[src/rtl/mem_arbiter_if.sv]
// Bus bundle between the two caches, the shared line memory and mem_arbiter.
// The arbiter takes the slave view: it receives cache requests and drives the memory.
interface mem_arbiter_if #(
    parameter int ARCH_BITS = 32,
    parameter int LINE_BITS = 128
);
    // iCache side
    logic                 iReadReq;
    logic [ARCH_BITS-1:0] iReadAddr;
    logic [LINE_BITS-1:0] iData;
    logic                 iDataValid;
    // dCache side
    logic                 dReadReq;
    logic [ARCH_BITS-1:0] dReadAddr;
    logic [LINE_BITS-1:0] dData;
    logic                 dDataValid;
    logic                 dWriteReq;
    logic [ARCH_BITS-1:0] dWriteAddr;
    logic [LINE_BITS-1:0] dWriteData;
    logic                 dWriteDone;
    // memory side
    logic [ARCH_BITS-1:0] memReadAddr;
    logic                 memReadReq;
    logic [ARCH_BITS-1:0] memWriteAddr;
    logic [LINE_BITS-1:0] memWriteData;
    logic                 memWriteEnable;
    logic [LINE_BITS-1:0] memData;
    logic                 memDataValid;
    logic                 memWriteDone;

    modport slave (
        input  iReadReq, iReadAddr,
        output iData, iDataValid,
        input  dReadReq, dReadAddr, dWriteReq, dWriteAddr, dWriteData,
        output dData, dDataValid, dWriteDone,
        output memReadAddr, memReadReq, memWriteAddr, memWriteData, memWriteEnable,
        input  memData, memDataValid, memWriteDone
    );

    modport master (
        output iReadReq, iReadAddr,
        input  iData, iDataValid,
        output dReadReq, dReadAddr, dWriteReq, dWriteAddr, dWriteData,
        input  dData, dDataValid, dWriteDone,
        input  memReadAddr, memReadReq, memWriteAddr, memWriteData, memWriteEnable,
        output memData, memDataValid, memWriteDone
    );
endinterface

[src/rtl/mem_arbiter.sv]
// Shares the single-port line memory between iCache refills and dCache
// refills/writebacks. One transaction outstanding at a time; responses are
// routed only to the current grant owner, followed by TURNAROUND idle cycles.
module mem_arbiter #(
    parameter int ARCH_BITS  = 32,
    parameter int LINE_BITS  = 128,
    parameter int TURNAROUND = 1
) (
    input logic          clk,
    input logic          rst,
    mem_arbiter_if.slave bus
);
    typedef enum logic [2:0] {IDLE, IREAD, DREAD, DWRITE, TURN} state_t;
    typedef enum logic {GRANT_I, GRANT_D} grant_t;

    // With no turnaround a finished transaction returns straight to arbitration.
    localparam state_t     AFTER_XFER = (TURNAROUND == 0) ? IDLE : TURN;
    localparam logic [1:0] TURN_LAST  = (TURNAROUND == 0) ? 2'd0 : 2'(TURNAROUND - 1);

    state_t               state_q, state_d;
    grant_t               last_q, last_d;
    logic [1:0]           cnt_q, cnt_d;
    logic [ARCH_BITS-1:0] rd_addr_q, rd_addr_d;
    logic [ARCH_BITS-1:0] wr_addr_q, wr_addr_d;
    logic [LINE_BITS-1:0] wr_data_q, wr_data_d;
    logic [LINE_BITS-1:0] idata_q, idata_d;
    logic [LINE_BITS-1:0] ddata_q, ddata_d;
    logic                 ivalid_q, ivalid_d;
    logic                 dvalid_q, dvalid_d;
    logic                 wdone_q, wdone_d;

    // Arbitration, transaction tracking and registered response capture.
    always_comb begin
        state_d   = state_q;
        last_d    = last_q;
        cnt_d     = cnt_q;
        rd_addr_d = rd_addr_q;
        wr_addr_d = wr_addr_q;
        wr_data_d = wr_data_q;
        idata_d   = idata_q;
        ddata_d   = ddata_q;
        ivalid_d  = 1'b0;
        dvalid_d  = 1'b0;
        wdone_d   = 1'b0;
        case (state_q)
            IDLE: begin
                cnt_d = '0;
                // Writeback beats everything; reads tie-break away from the last owner.
                if (bus.dWriteReq) begin
                    state_d   = DWRITE;
                    last_d    = GRANT_D;
                    wr_addr_d = bus.dWriteAddr;
                    wr_data_d = bus.dWriteData;
                end else if (bus.iReadReq && (!bus.dReadReq || last_q == GRANT_D)) begin
                    state_d   = IREAD;
                    last_d    = GRANT_I;
                    rd_addr_d = bus.iReadAddr;
                end else if (bus.dReadReq) begin
                    state_d   = DREAD;
                    last_d    = GRANT_D;
                    rd_addr_d = bus.dReadAddr;
                end
            end
            IREAD: begin
                if (bus.memDataValid) begin
                    idata_d  = bus.memData;
                    ivalid_d = 1'b1;
                    state_d  = AFTER_XFER;
                end
            end
            DREAD: begin
                if (bus.memDataValid) begin
                    ddata_d  = bus.memData;
                    dvalid_d = 1'b1;
                    state_d  = AFTER_XFER;
                end
            end
            DWRITE: begin
                if (bus.memWriteDone) begin
                    wdone_d = 1'b1;
                    state_d = AFTER_XFER;
                end
            end
            TURN: begin
                if (cnt_q == TURN_LAST) begin
                    state_d = IDLE;
                end else begin
                    cnt_d = cnt_q + 2'd1;
                end
            end
            default: state_d = IDLE;
        endcase
    end

    // State and datapath registers; synchronous reset aborts any transaction.
    always_ff @(posedge clk) begin
        if (rst) begin
            state_q   <= IDLE;
            last_q    <= GRANT_D;
            cnt_q     <= '0;
            rd_addr_q <= '0;
            wr_addr_q <= '0;
            wr_data_q <= '0;
            idata_q   <= '0;
            ddata_q   <= '0;
            ivalid_q  <= 1'b0;
            dvalid_q  <= 1'b0;
            wdone_q   <= 1'b0;
        end else begin
            state_q   <= state_d;
            last_q    <= last_d;
            cnt_q     <= cnt_d;
            rd_addr_q <= rd_addr_d;
            wr_addr_q <= wr_addr_d;
            wr_data_q <= wr_data_d;
            idata_q   <= idata_d;
            ddata_q   <= ddata_d;
            ivalid_q  <= ivalid_d;
            dvalid_q  <= dvalid_d;
            wdone_q   <= wdone_d;
        end
    end

    // Memory strobes decode directly from the state flop, so they are mutually exclusive.
    assign bus.memReadReq     = (state_q == IREAD) || (state_q == DREAD);
    assign bus.memWriteEnable = (state_q == DWRITE);
    assign bus.memReadAddr    = rd_addr_q;
    assign bus.memWriteAddr   = wr_addr_q;
    assign bus.memWriteData   = wr_data_q;
    assign bus.iData          = idata_q;
    assign bus.iDataValid     = ivalid_q;
    assign bus.dData          = ddata_q;
    assign bus.dDataValid     = dvalid_q;
    assign bus.dWriteDone     = wdone_q;
endmodule

[src/flat_wrapper.sv]
// flat-port wrapper written by rule: the top's interface ports become plain ports
module mem_arbiter_flat 
#(
    parameter int ARCH_BITS  = 32,
    parameter int LINE_BITS  = 128,
    parameter int TURNAROUND = 1
)
  (clk, rst, bus_iReadReq, bus_iReadAddr, bus_iData, bus_iDataValid, bus_dReadReq, bus_dReadAddr, bus_dWriteReq, bus_dWriteAddr, bus_dWriteData, bus_dData, bus_dDataValid, bus_dWriteDone, bus_memReadAddr, bus_memReadReq, bus_memWriteAddr, bus_memWriteData, bus_memWriteEnable, bus_memData, bus_memDataValid, bus_memWriteDone);
  mem_arbiter_if #(.ARCH_BITS(ARCH_BITS), .LINE_BITS(LINE_BITS)) bus_i ();
  input logic clk;
  input logic rst;
  input wire logic [$bits(bus_i.iReadReq)-1:0] bus_iReadReq;
  input wire logic [$bits(bus_i.iReadAddr)-1:0] bus_iReadAddr;
  output wire logic [$bits(bus_i.iData)-1:0] bus_iData;
  output wire logic [$bits(bus_i.iDataValid)-1:0] bus_iDataValid;
  input wire logic [$bits(bus_i.dReadReq)-1:0] bus_dReadReq;
  input wire logic [$bits(bus_i.dReadAddr)-1:0] bus_dReadAddr;
  input wire logic [$bits(bus_i.dWriteReq)-1:0] bus_dWriteReq;
  input wire logic [$bits(bus_i.dWriteAddr)-1:0] bus_dWriteAddr;
  input wire logic [$bits(bus_i.dWriteData)-1:0] bus_dWriteData;
  output wire logic [$bits(bus_i.dData)-1:0] bus_dData;
  output wire logic [$bits(bus_i.dDataValid)-1:0] bus_dDataValid;
  output wire logic [$bits(bus_i.dWriteDone)-1:0] bus_dWriteDone;
  output wire logic [$bits(bus_i.memReadAddr)-1:0] bus_memReadAddr;
  output wire logic [$bits(bus_i.memReadReq)-1:0] bus_memReadReq;
  output wire logic [$bits(bus_i.memWriteAddr)-1:0] bus_memWriteAddr;
  output wire logic [$bits(bus_i.memWriteData)-1:0] bus_memWriteData;
  output wire logic [$bits(bus_i.memWriteEnable)-1:0] bus_memWriteEnable;
  input wire logic [$bits(bus_i.memData)-1:0] bus_memData;
  input wire logic [$bits(bus_i.memDataValid)-1:0] bus_memDataValid;
  input wire logic [$bits(bus_i.memWriteDone)-1:0] bus_memWriteDone;
  assign bus_i.iReadReq = bus_iReadReq;
  assign bus_i.iReadAddr = bus_iReadAddr;
  assign bus_iData = bus_i.iData;
  assign bus_iDataValid = bus_i.iDataValid;
  assign bus_i.dReadReq = bus_dReadReq;
  assign bus_i.dReadAddr = bus_dReadAddr;
  assign bus_i.dWriteReq = bus_dWriteReq;
  assign bus_i.dWriteAddr = bus_dWriteAddr;
  assign bus_i.dWriteData = bus_dWriteData;
  assign bus_dData = bus_i.dData;
  assign bus_dDataValid = bus_i.dDataValid;
  assign bus_dWriteDone = bus_i.dWriteDone;
  assign bus_memReadAddr = bus_i.memReadAddr;
  assign bus_memReadReq = bus_i.memReadReq;
  assign bus_memWriteAddr = bus_i.memWriteAddr;
  assign bus_memWriteData = bus_i.memWriteData;
  assign bus_memWriteEnable = bus_i.memWriteEnable;
  assign bus_i.memData = bus_memData;
  assign bus_i.memDataValid = bus_memDataValid;
  assign bus_i.memWriteDone = bus_memWriteDone;
  mem_arbiter #(.ARCH_BITS(ARCH_BITS), .LINE_BITS(LINE_BITS), .TURNAROUND(TURNAROUND)) u_core (.clk(clk), .rst(rst), .bus(bus_i));
endmodule
[config.mk]
export PLATFORM = sky130hd
export DESIGN_NAME = mem_arbiter_flat
export DESIGN_NICKNAME = d
export VERILOG_FILES = /design/src/rtl/mem_arbiter_if.sv /design/src/rtl/mem_arbiter.sv /design/src/flat_wrapper.sv
export SDC_FILE = /design/constraint.sdc
export NUM_CORES = 1
export LEC_CHECK = 0
export ABC_AREA = 1
export CAP_MARGIN = 15
export CORE_AREA = 10 10 304 306
export DETAILED_ROUTE_END_ITERATION = 12
export DIE_AREA = 0 0 314 316
export GPL_TIMING_DRIVEN = 0
export SYNTH_ARGS = -nofsm -noshare
export SYNTH_HDL_FRONTEND = slang
export SYNTH_SLANG_ARGS = --single-unit
export TNS_END_PERCENT = 1
[constraint.sdc]
create_clock -name clk -period 1.9 [get_ports clk]
set_input_delay 0.38 -clock clk [delete_from_list [all_inputs] [get_ports clk]]
set_output_delay 0.38 -clock clk [all_outputs]
set_load 0.05 [all_outputs]
# == Yosys cells after proc, flatten, opt, wreduce, memory -nomap -nowiden ==
# Index checks and enable logic that the tools add are counted.
# totals
register_bits,457
in_bits,359
out_inout_bits,453
elab_cells,61
# op_classes
n_addsub,1
eq_ne,9
mux,16
bitwise,4
n_reduce_logical,20
# ops
op,n
32-bit two-way mux,2
3-bit two-way mux,6
3-bit case mux with 4 select lines,1
2-bit AND reduction,5
2-bit OR reduction,4
3-bit by 2-bit equality test with 1-bit output (second input constant),2
2-bit by 1-bit inequality test with 1-bit output (second input constant),3
1-bit two-way mux,5
4-bit by 3-bit inequality test with 1-bit output (second input constant),1
1-bit NOT,4
2-bit case mux with 2 select lines,1
4-bit AND reduction,1
2-bit nonzero test,2
3-bit by 1-bit equality test with 1-bit output (second input constant),1
3-bit equality test (second input constant),1
3-bit logical NOT,1
3-bit AND reduction,1
3-bit nonzero test,1
2-bit by 1-bit adder with 2-bit output (second input constant),1
2-bit logical NOT,1
1-bit logical OR,2
2-bit two-way mux,1
2-bit inequality test (second input constant),1
1-bit logical AND,1
1-bit logical NOT,1

# == Logic depth before layout (Yosys ltp) ==
# Gate-level depths: netlist (run 1).
# logic_depth
depth_word,6
depth_mapped,9
depth_no_buf,9

# == Worst setup path before layout (run 1) ==
# OpenSTA, ideal clock, no wires.
# synth_path
path_type,register -> register
start,reg u_core.state_q[2]
end,reg u_core.state_q[1]
setup_ps,70
arrival_ps,1266
required_ps,1830
slack_ps,563
stages_incl_launch_ff,8
n_path_buf,0
period_less_slack_ps,1337
path_cell_list,dfxtp_1 > nor2_1 > nand2_1 > nand2_1 > nand2_1 > nand3_1 > nand2_1 > a21oi_1
# synth_via
elab_chain_len,4
elab_cells_between_ends,12
classes_between,eq/ne: 8; mux: 1; reduce/logical: 3
# synth_rtl
item,line,rtl
"start, declared",mem_arbiter.sv:20,"state_t state_q, state_d;"
"start signal, assigned",mem_arbiter.sv:110,state_q <= state_d;
3-bit by 2-bit equality test with 1-bit output / 3-bit by 1-bit equality test with 1-bit output (equally long branches),mem_arbiter.sv:45,case (state_q)
2-bit OR reduction (no source line),--,
2-bit by 1-bit inequality test with 1-bit output (no source line),--,
4-bit AND reduction (no source line),--,
# Parallel ways exist; a longest one is shown, timed or not.
# A chain may end at the register's enable or synchronous reset.

# == Worst setup path in the final report (run 1) ==
# layout_path
start,"reg u_core.wr_data_q[9], in the netlist u_core.bus.memWriteData[9]"
end,out bus_memWriteData[9]
# layout_rtl
item,line,rtl
"start, declared",mem_arbiter.sv:25,"logic [LINE_BITS-1:0] wr_data_q, wr_data_d;"
"start signal, assigned",mem_arbiter.sv:115,wr_data_q <= wr_data_d;
"end, declared",flat_wrapper.sv:27,output wire logic [$bits(bus_i.memWriteData)-1:0] bus_memWriteData;
# No word-level cell between the ends.

==> results of run 1 <==
==> power groups by stage <==
stage / Combinational [mW] / Sequential (mW) / Clock [mW]
4_1_cts: 16.6 / 12.4 / 11.0
3_5_place_dp: 17.3 / 12.6 / 0
2_1_floorplan: 4.35 / 18.5 / 0
5_1_grt: 17.4 / 12.6 / 11.3
6_report: 16.4 / 12.4 / 10.7
3_3_place_gp: 17.3 / 12.5 / 0
==> registers in the layout (all words and copies together) (netlist names) <==
name and cells:
u_core.last_q 1, u_core.bus.iDataValid 1, u_core.bus.iData 128, u_core.state_q 3, u_core.bus.dData 128, u_core.bus.dDataValid 1
u_core.bus.dWriteDone 1, u_core.cnt_q 2, u_core.bus.memWriteData 128, u_core.bus.memWriteAddr 32, u_core.bus.memReadAddr 32
==> routing by layer <==
metal  track usage, %  wire, um  up-vias
met5                0       211        -
met4             4.29      2060       36
met3             7.45      9730      128
met2             32.4     47700      743
met1             18.7     34500     8439
li1                 -         -     8631
==> per-stage QoR <==
step / TNS, ns / std cells / setup WS (ns) / instance area [um^2]
detailed placement: -210.48 / 4063 / -1.18 / 26000
CTS: -0.0366 / 4161 / -0.0153 / 27900
global route: -0.123 / 4163 / -0.0810 / 27700
floorplan: 0 / 2098 / 0.563 / 16400
finish: 0 / 4167 / 0.00223 / 27800
global placement: -204.57 / 4063 / -1.14 / 26000
==> kinds of logic after synthesis <==
family | share of synthesized area (%)
buf+inv | 7.75
compound gates | 18.9
flops | 55.8
simple gates | 17.6
fa+ha+maj | 0.0762
==> repair_timing <==
action,CTS,global route
resized for setup,1034,144
endpoints found under the setup margin,671,312
buffers inserted,1,0
==> synthesized netlist by cell type <==
cell,n
buf_1,9
nor2_2,1
clkbuf_1,89
o21ai_2,1
nand3_1,165
dfxtp_1,457
ha_1,1
inv_2,2
nand2_2,2
a21oi_1,323
o21ai_1,4
nor3_1,1
o21ai_0,288
nor2_1,335
buf_2,70
buf_4,2
nand2_1,206
o221ai_1,1
clkinv_1,1
clkbuf_2,1
inv_1,139
==> layout make-up <==
type | count | area [um^2] | share of cell area, %
flip-flops and latches | 457 | 9150 | 33.0
repair buffers | 811 | 7980 | 28.7
multi-input cells | 1328 | 6030 | 21.7
clock buffers | 77 | 1560 | 5.62
well taps | 1155 | 1450 | 5.21
plain buffers | 171 | 787 | 2.84
inverters | 142 | 534 | 1.92
clock inverters | 20 | 255 | 0.920
diodes | 6 | 15.0 | 0.0541
==> worst max-delay path by stage <==
stage,slack (ns),cells past startpoint,start,end
3_3_place_gp,-1.14,6,bus_memDataValid,u_core.bus.dData[98]
3_5_place_dp,-1.18,6,bus_memDataValid,u_core.bus.dData[98]
5_1_grt,-0.08,5,u_core.state_q[0],bus_memWriteEnable
4_1_cts,-0.02,1,u_core.bus.dData[115],bus_dData[115]
2_1_floorplan,0.56,7,u_core.state_q[2],u_core.state_q[1]
6_report,0.002,1,u_core.bus.memWriteData[9],bus_memWriteData[9]
==> run_results.csv, run 1 <==
group,metric,value,unit
clocking,cts_tree,"yes",
hold_path,min-delay-start,"bus_dWriteData[13]",
layout,areaGrowthSynthToFinish,69.2,%
drt,drtIter0Drc,1284,
yosys,seq_area_frac_synth,55.8,%
sta,period_share,99.9,%
placement,gp_congestion,0.918,
placement,hpwlAfterDp,77700,um
sta,worstMarginPinSlew,0.958,ns
clocking,cts.sinks,457,
setup_path,worstPathBufferInverterCount,1,
power,p_switching,17.4,mW
setup_path,r2r_start,"u_core.state_q[2]",
clocking,htree_levels,2,
global_route,grt_start_max_net_pins,15,
drt,dr.pass1.iters,5,
setup_path,critPathMaxStageDelay,0.46,ns
drt,vias_per_cell,4.31,
yosys,yosysUniqueCellTypes,21,
power,p_seq_share,31.4,%
clocking,postCtsHoldBufs,0,
placement,io_buffer_count,810,
setup_path,worstSetupStartpointType,"flop",
clocking,clockBufferDepth,3,
power,p_int,22.3,mW
sta,slew_headroom,36.1,%
clocking,cts_buffers,54,
yosys,synth_top_area_share,55.8,%
layout,final_common_cell,"dfxtp_1",
sta,fin_worst_skew,0.0277,ns
layout,fillCellCount,9356,
power,finalPower,39.6,mW
setup_path,critPathKind,"flop to output port",
setup_path,cp_data_arrival_time,1.52,ns
drt,ant_nets,0,
sta,rsz0062_at_grt,"true",
setup_path,r2r_cells,6,
layout,drive_gt1_share,14.5,%
global_route,overflow,0,
clocking,path_clk_slew,0.06,ns
yosys,ys_ff_latch,457,
setup_path,required,1.52,ns
power,p_clk_share,27.1,%
global_route,grt_usage,17.7,%
power,p_leak,10.4,nW
status,status,"finished clean",
setup_path,end_kind,"output port",
yosys,ys_warn_count,0,
sta,period_needed,1.90,ns
global_route,antenna_found_initial,26,
power,ir_worst_vdd,0.787,mV
job,max-cap-violations,0,
drt,drt_wl_total,94200,um
global_route,grt_pass1_vias,17300,
floorplanning,placeableCoreArea,0.0862,mm^2
setup_path,critPathMaxFanout,2,
yosys,synth.avg_cell_area,7.82,um^2
global_route,grt_pass1_wl,129000,um
floorplanning,die-area,0.0992,mm^2
power,p_per_area,1430,mW/mm^2
drt,drc,0,
yosys,synth_area_leaders,"dfxtp_1, a21oi_1, o21ai_0",
floorplanning,ios,812,
layout,final_cell_mix,"dfxtp_1, clkdlybuf4s50_1, nor2_1",
layout,fin_util,32.2,%
setup_path,path_delay_family,"flip-flops",
sta,setup_viol,0,
drt,wire_per_inst,22.6,um
layout,nNetsFinal,3325,
setup_path,path_cells,"clkdlybuf4s15_2",
setup_path,rrSetupSlack,0.06,ns
power,p_sw_share,43.8,%
yosys,syn_inst,2098,
floorplanning,die_x,314,um
sta,drv_slew,0,
hold_path,holdPathStages,3,
yosys,synth_nets,2458,
yosys,synth.largest_area_cell,"dfxtp_1",
sta,whs,0.348,ns
floorplanning,die_h,316,um
sta,max_clock_freq,527,MHz
power,pwr-share-comb,41.5,%
floorplanning,num_rows,108,
yosys,syn_area,0.0164,mm^2
drt,vias,18000,
clocking,root_buffer,"clkbuf_16",
setup_path,crit_path_top_delay_cell,"dfxtp_1",
sta,hold_viol,0,
floorplanning,initial_utilization,19.0,%
clocking,clkLatencyLatePin,0.61,ns
hold_path,holdPathEnd,"u_core.bus.memWriteData[13]",
hold_path,hold_class,"input port to flop",
setup_path,timing.rr.end,"u_core.bus.dData[85]",
Power figures use the tool's default switching activity.
==> run 2, diff against run 1 <==
Settings changed: CELL_PAD_IN_SITES_DETAIL_PLACEMENT set to 1, CELL_PAD_IN_SITES_GLOBAL_PLACEMENT set to 1, CORE_AREA 10 10 304 306 to 10 10 308 310, DIE_AREA 0 0 314 316 to 0 0 318 320, PLACE_DENSITY_LB_ADDON set to 0.1.
==> run 2 against run 1 <==
Against the previous run:
- clock-buffer cell count rose by 18
- sequential power barely moved
- sequential share of layout area fell by 0.14 points
==> run_results.csv, run 2 (synthesis results as in run 1) <==
group,metric,value,unit
global_route,gr-usage-met1,18.2,%
setup_path,critPathMaxFanout,5,
power,p_switching,17.3,mW
power,p_per_area,1420,mW/mm^2
sta,max_clock_freq,530,MHz
power,p_leak,10.2,nW
power,finalPower,39.5,mW
drt,ant_nets,0,
drt,vias,18000,
sta,period_share,99.2,%
drt,drt_wl_total,96800,um
floorplanning,die_h,320,um
setup_path,critPathKind,"flop to output port",
setup_path,end_kind,"output port",
global_route,antenna_found_initial,32,
power,ir_worst_vdd,0.638,mV
placement,gp_congestion,0.808,
global_route,globalRouteMet2Util,32.3,%
drt,dr.pass1.iters,5,
floorplanning,placeableCoreArea,0.0882,mm^2
sta,period_needed,1.89,ns
power,p_sw_share,43.8,%
sta,slew_headroom,46.9,%
clocking,root_buffer,"clkbuf_16",
clocking,cts_buffers,58,
drt,vias_per_cell,4.29,
drt,wire_per_inst,23.1,um
power,p_seq_share,31.4,%
floorplanning,die_x,318,um
drt,drtIter0Drc,778,
layout,final_area,0.0279,mm^2
global_route,met3_usage,8.90,%
hold_path,hold_class,"input port to flop",
global_route,grt_pass1_vias,19400,
clocking,htree_levels,2,
clocking,path_clk_slew,0.06,ns
floorplanning,num_rows,109,
global_route,grt_start_max_net_pins,15,
sta,rsz0062_at_grt,"true",
layout,fillCellCount,10400,
power,p_clk_share,26.9,%
sta,worstMarginPinSlew,0.796,ns
setup_path,worstSetupStartpointType,"flop",
setup_path,cp_data_arrival_time,1.51,ns
setup_path,required,1.52,ns
sta,hold_viol,0,
power,pwr-share-comb,41.6,%
global_route,grt_usage,18.1,%
sta,setup_viol,0,
floorplanning,ios,812,
placement,hpwlAfterDp,78200,um
layout,final_cell_mix,"dfxtp_1, clkdlybuf4s50_1, nor2_1",
clocking,cts.sinks,457,
sta,drv_slew,0,
floorplanning,die-area,0.102,mm^2
floorplanning,initial_utilization,18.6,%
clocking,cts_tree,"yes",
placement,placed_area,0.0260,mm^2
clocking,clockBufferDepth,3,
job,max-cap-violations,0,
setup_path,worstPathBufferInverterCount,3,
setup_path,path_cells,"inv_2 -> nor2_1 -> nand2_1 -> inv_1 -> buf_6",
layout,nNetsFinal,3329,
status,status,"finished clean",
clocking,clkLatencyLatePin,0.61,ns
setup_path,critPathMaxStageDelay,0.37,ns
layout,drive_gt1_share,17.7,%
drt,drc,0,
power,p_int,22.2,mW
clocking,postCtsHoldBufs,0,
global_route,overflow,0,
setup_path,crit_path_top_delay_cell,"dfxtp_4",
sta,fin_worst_skew,0.0140,ns
layout,final_common_cell,"dfxtp_1",
layout,areaGrowthSynthToFinish,69.9,%
global_route,grt_pass1_wl,137000,um
global_route,top_usage_layer,"met2",
placement,io_buffer_count,810,
setup_path,path_delay_family,"flip-flops",
run 2: cell count changes in the layout (fill, tap and decap cells not counted), sizes merged:
cell	delta
clkdlybuf4s15	+32
bufinv	-5
dlygate4sd2	-41
clkdlybuf4s18	-3
buf	-4
clkbuf	+34
clkinvlp	+2
clkinv	-9
diode	+11
run 2: cell type report:
| class | count | area (um^2) | share of cell area (%) |
|---|---|---|---|
| clock buffers | 95 | 1760 | 6.32 |
| clock inverters | 8 | 46.3 | 0.166 |
| diodes | 17 | 42.5 | 0.153 |
| inverters | 142 | 537 | 1.93 |
| well taps | 1165 | 1460 | 5.23 |
| plain buffers | 171 | 787 | 2.82 |
| multi-input cells | 1328 | 6000 | 21.5 |
| repair buffers | 811 | 8090 | 29.0 |
| flip-flops and latches | 457 | 9160 | 32.8 |
run 2: repair_timing:
| item | in CTS | in global routing |
|---|---|---|
| setup buffers | 0 | 1 |
| resized for setup | 1048 | 253 |
| endpoints found under the setup margin | 685 | 415 |
run 2: layer usage:
| metal | part of all wire (%) | up-vias |
|---|---|---|
| met1 | 36 | 8532 |
| met5 | 0.24 | - |
| li1 | - | 8648 |
| met4 | 2.7 | 32 |
| met3 | 11 | 148 |
| met2 | 50 | 616 |
run 2: path summary, 6_finish.rpt:
| path | cells after the start | slack (ns) | from | end |
|---|---|---|---|---|
| hold reg to reg | 2 | 0.44 | u_core.bus.dData[73] | u_core.bus.dData[73] |
| setup reg to reg | 8 | 0.16 | u_core.state_q[1] | u_core.bus.memWriteAddr[26] |
| hold / removal | 3 | 0.35 | bus_dWriteAddr[13] | u_core.bus.memWriteAddr[13] |
| setup / recovery | 5 | 0.01 | u_core.state_q[0] | bus_memWriteEnable |
run 2: worst min-delay path, cell delays in order:
cell             delay, ns
clkdlybuf4s50_1       0.40
nand3_1               0.08
a21oi_1               0.06
run 2: stage by stage:
stage	setup slack (ns)	cells	TNS, ns	hold slack (ns)	utilization (%)
after floorplan	0.563	2098	0	0.439	-
after global placement	-0.687	4073	-190.24	0.434	29.4
after detailed placement	-0.749	4073	-203.24	0.437	29.4
after CTS	-0.0396	4176	-2.34	0.304	31.7
final	0.0150	4194	0	0.354	31.6
after global routing	-0.131	4186	-0.225	0.340	31.6
run 2: power by group through the flow:
| stage | registers, mW | logic, mW | clock network (mW) |
|---|---|---|---|
| after floorplan | 18.5 | 4.35 | 0 |
| after global placement | 12.5 | 17.3 | 0 |
| after detailed placement | 12.6 | 17.4 | 0 |
| after CTS | 12.4 | 16.8 | 11.0 |
| after global routing | 12.7 | 17.7 | 11.4 |
| final | 12.4 | 16.5 | 10.6 |
==> patch (flow settings as in run 2) <==
`wr_addr_q` no longer has a reset.
--- a/src/rtl/mem_arbiter.sv
+++ b/src/rtl/mem_arbiter.sv
@@ -101,3 +101,2 @@
             rd_addr_q <= '0;
-            wr_addr_q <= '0;
             wr_data_q <= '0;
@@ -113,3 +112,2 @@
             rd_addr_q <= rd_addr_d;
-            wr_addr_q <= wr_addr_d;
             wr_data_q <= wr_data_d;
@@ -121,2 +119,6 @@
         end
+    end
+
+    always_ff @(posedge clk) begin
+        wr_addr_q <= wr_addr_d;
     end
Check against the original RTL: not equivalent (Yosys sat finds a counterexample within 4 cycles, from zero or initial values and one cycle with rst high).
==> patch against run 2 <==
Global-route usage decreased by 0.47 points; area after synthesis decreased by 0.59%; cell area decreased by 0.26%; critical path depth unchanged; highest routed layer unchanged; count of clock-buffer cells in the layout decreased by 9; routed wire length decreased by 3.0%; sequential cell count unchanged; worst setup slack improved by 22 ps; power increased by 2.5%; critical endpoint is now bus_memReadReq.
==> patch: results <==
[outcome]
status = complete, no violations

[drt]
drt_iter0_drc = 660
drt-met1-wl_um = 32800
routed_wl_um = 94000
wl_met2_um = 47600
top_layer_used = met5
wl_met3_um = 10500
wire_per_inst_um = 22.9
via_per_inst = 4.10
drt_pass1_iterations = 6

[cells_and_area]
n_fill_cell = 10400
drive_above_1_share_pct = 18.9
nets = 3239

[logic_synthesis]
syn-num-nets = 2370
synth-async-reset-ratio_pct = 0
yosys_warnings = 0
yosysSeqAreaShare_pct = 58.1
synth.distinct_cells = 22
synth_common_cells = nand2_1, dfxtp_1, a21oi_1, nor2_1, o21ai_0
syn_inst = 2010
yosys-top-cells-area = dfxtp_1, nand2_1, a21oi_1, nor2_1, o21ai_0
synth_edf_count = 32
synthMuxAreaShare_pct = 0
synthAdderAreaFrac_pct = 0.0767
synth_compound_area_share_pct = 17.0

[timing]
clock_skew_ps = 12.5
worstMarginPinSlew_ps = 852

[placement]
dp_slack_ps = -764
hpwlAfterDp_um = 75800
placed_cell_area_um2 = 25900
place.gp.congestion = 0.813
port-buffer-count = 810
place_inst = 3985

[clocking]
cts_made_buffers = 57
h-tree-depth = 2
postCtsSetupRepairBufs = 0
clockBufferDepth = 3

[worst_hold_path]
min_path_cells = 1

[setup_path]
r2r_cells = 8
cp.arrival_ps = 1480

[pwr]
leakage_nw = 10.7
ir_drop_mv = 0.624

[grt]
grt.total_usage_pct = 17.6
antenna_found_initial = 26
grt_pass1_vias = 18200
grt_max_degree = 42
grt_pass1_wl_um = 133000
## patch: what timing repair did
item	in CTS	in global routing
gates resized for setup	1160	118
pin swaps	1	0
endpoints found under the setup margin	623	150
cloned	0	0
endpoints found under the hold margin	0	0
## patch: layout make-up
type	count	area share, %
Buffer	143	2.94
Antenna cell	17	0.153
Tap cell	1165	5.24
Multi-Input combinational cell	1266	19.9
Inverter	144	1.94
Sequential cell	457	34.1
Timing Repair Buffer	810	29.0
Clock inverter	18	0.504
Clock buffer	86	6.21
## patch: metal layers
metal | GRT usage [%] | up-vias
met1 | 17.1 | 7931
met3 | 9.13 | 135
met5 | 0 | -
met2 | 31.6 | 563
li1 | - | 8201
met4 | 6.05 | 20
## patch: power breakdown
group	switching [mW]	internal, mW
clock network	4.42	6.48
logic	12.2	4.66
registers	1.06	11.7
total	17.6	22.9
## patch: path summary, 6_finish.rpt
kind / startpoint / endpoint / slack, ps
max: u_core.state_q[0] / bus_memReadReq / 40
min: bus_dWriteAddr[1] / u_core.bus.memWriteAddr[1] / 330
max reg2reg: u_core.state_q[0] / u_core.bus.memWriteData[123] / 170
min reg2reg: u_core.bus.dData[101] / u_core.bus.dData[101] / 440
## patch: critical path: stages, from the launching register on
cell     delay [ps]
dfxtp_4         390
inv_2            40
nor2_2           80
nand2_2          80
nand2_2         120
buf_8           170
## patch: cell families after synthesis
| logic type | after synthesis |
|---|---|
| flops | 457 |
| compound gates | 554 |
| buf+inv | 287 |
| simple gates | 711 |
| fa+ha+maj | 1 |
## patch: through the flow
stage          setup TNS, ps  util (%)
3_3_place_gp         -189340      29.3
5_1_grt                 -202      31.5
4_1_cts                -17.2      31.8
3_5_place_dp         -199640      29.3
6_report                   0      31.5
2_1_floorplan              0         -
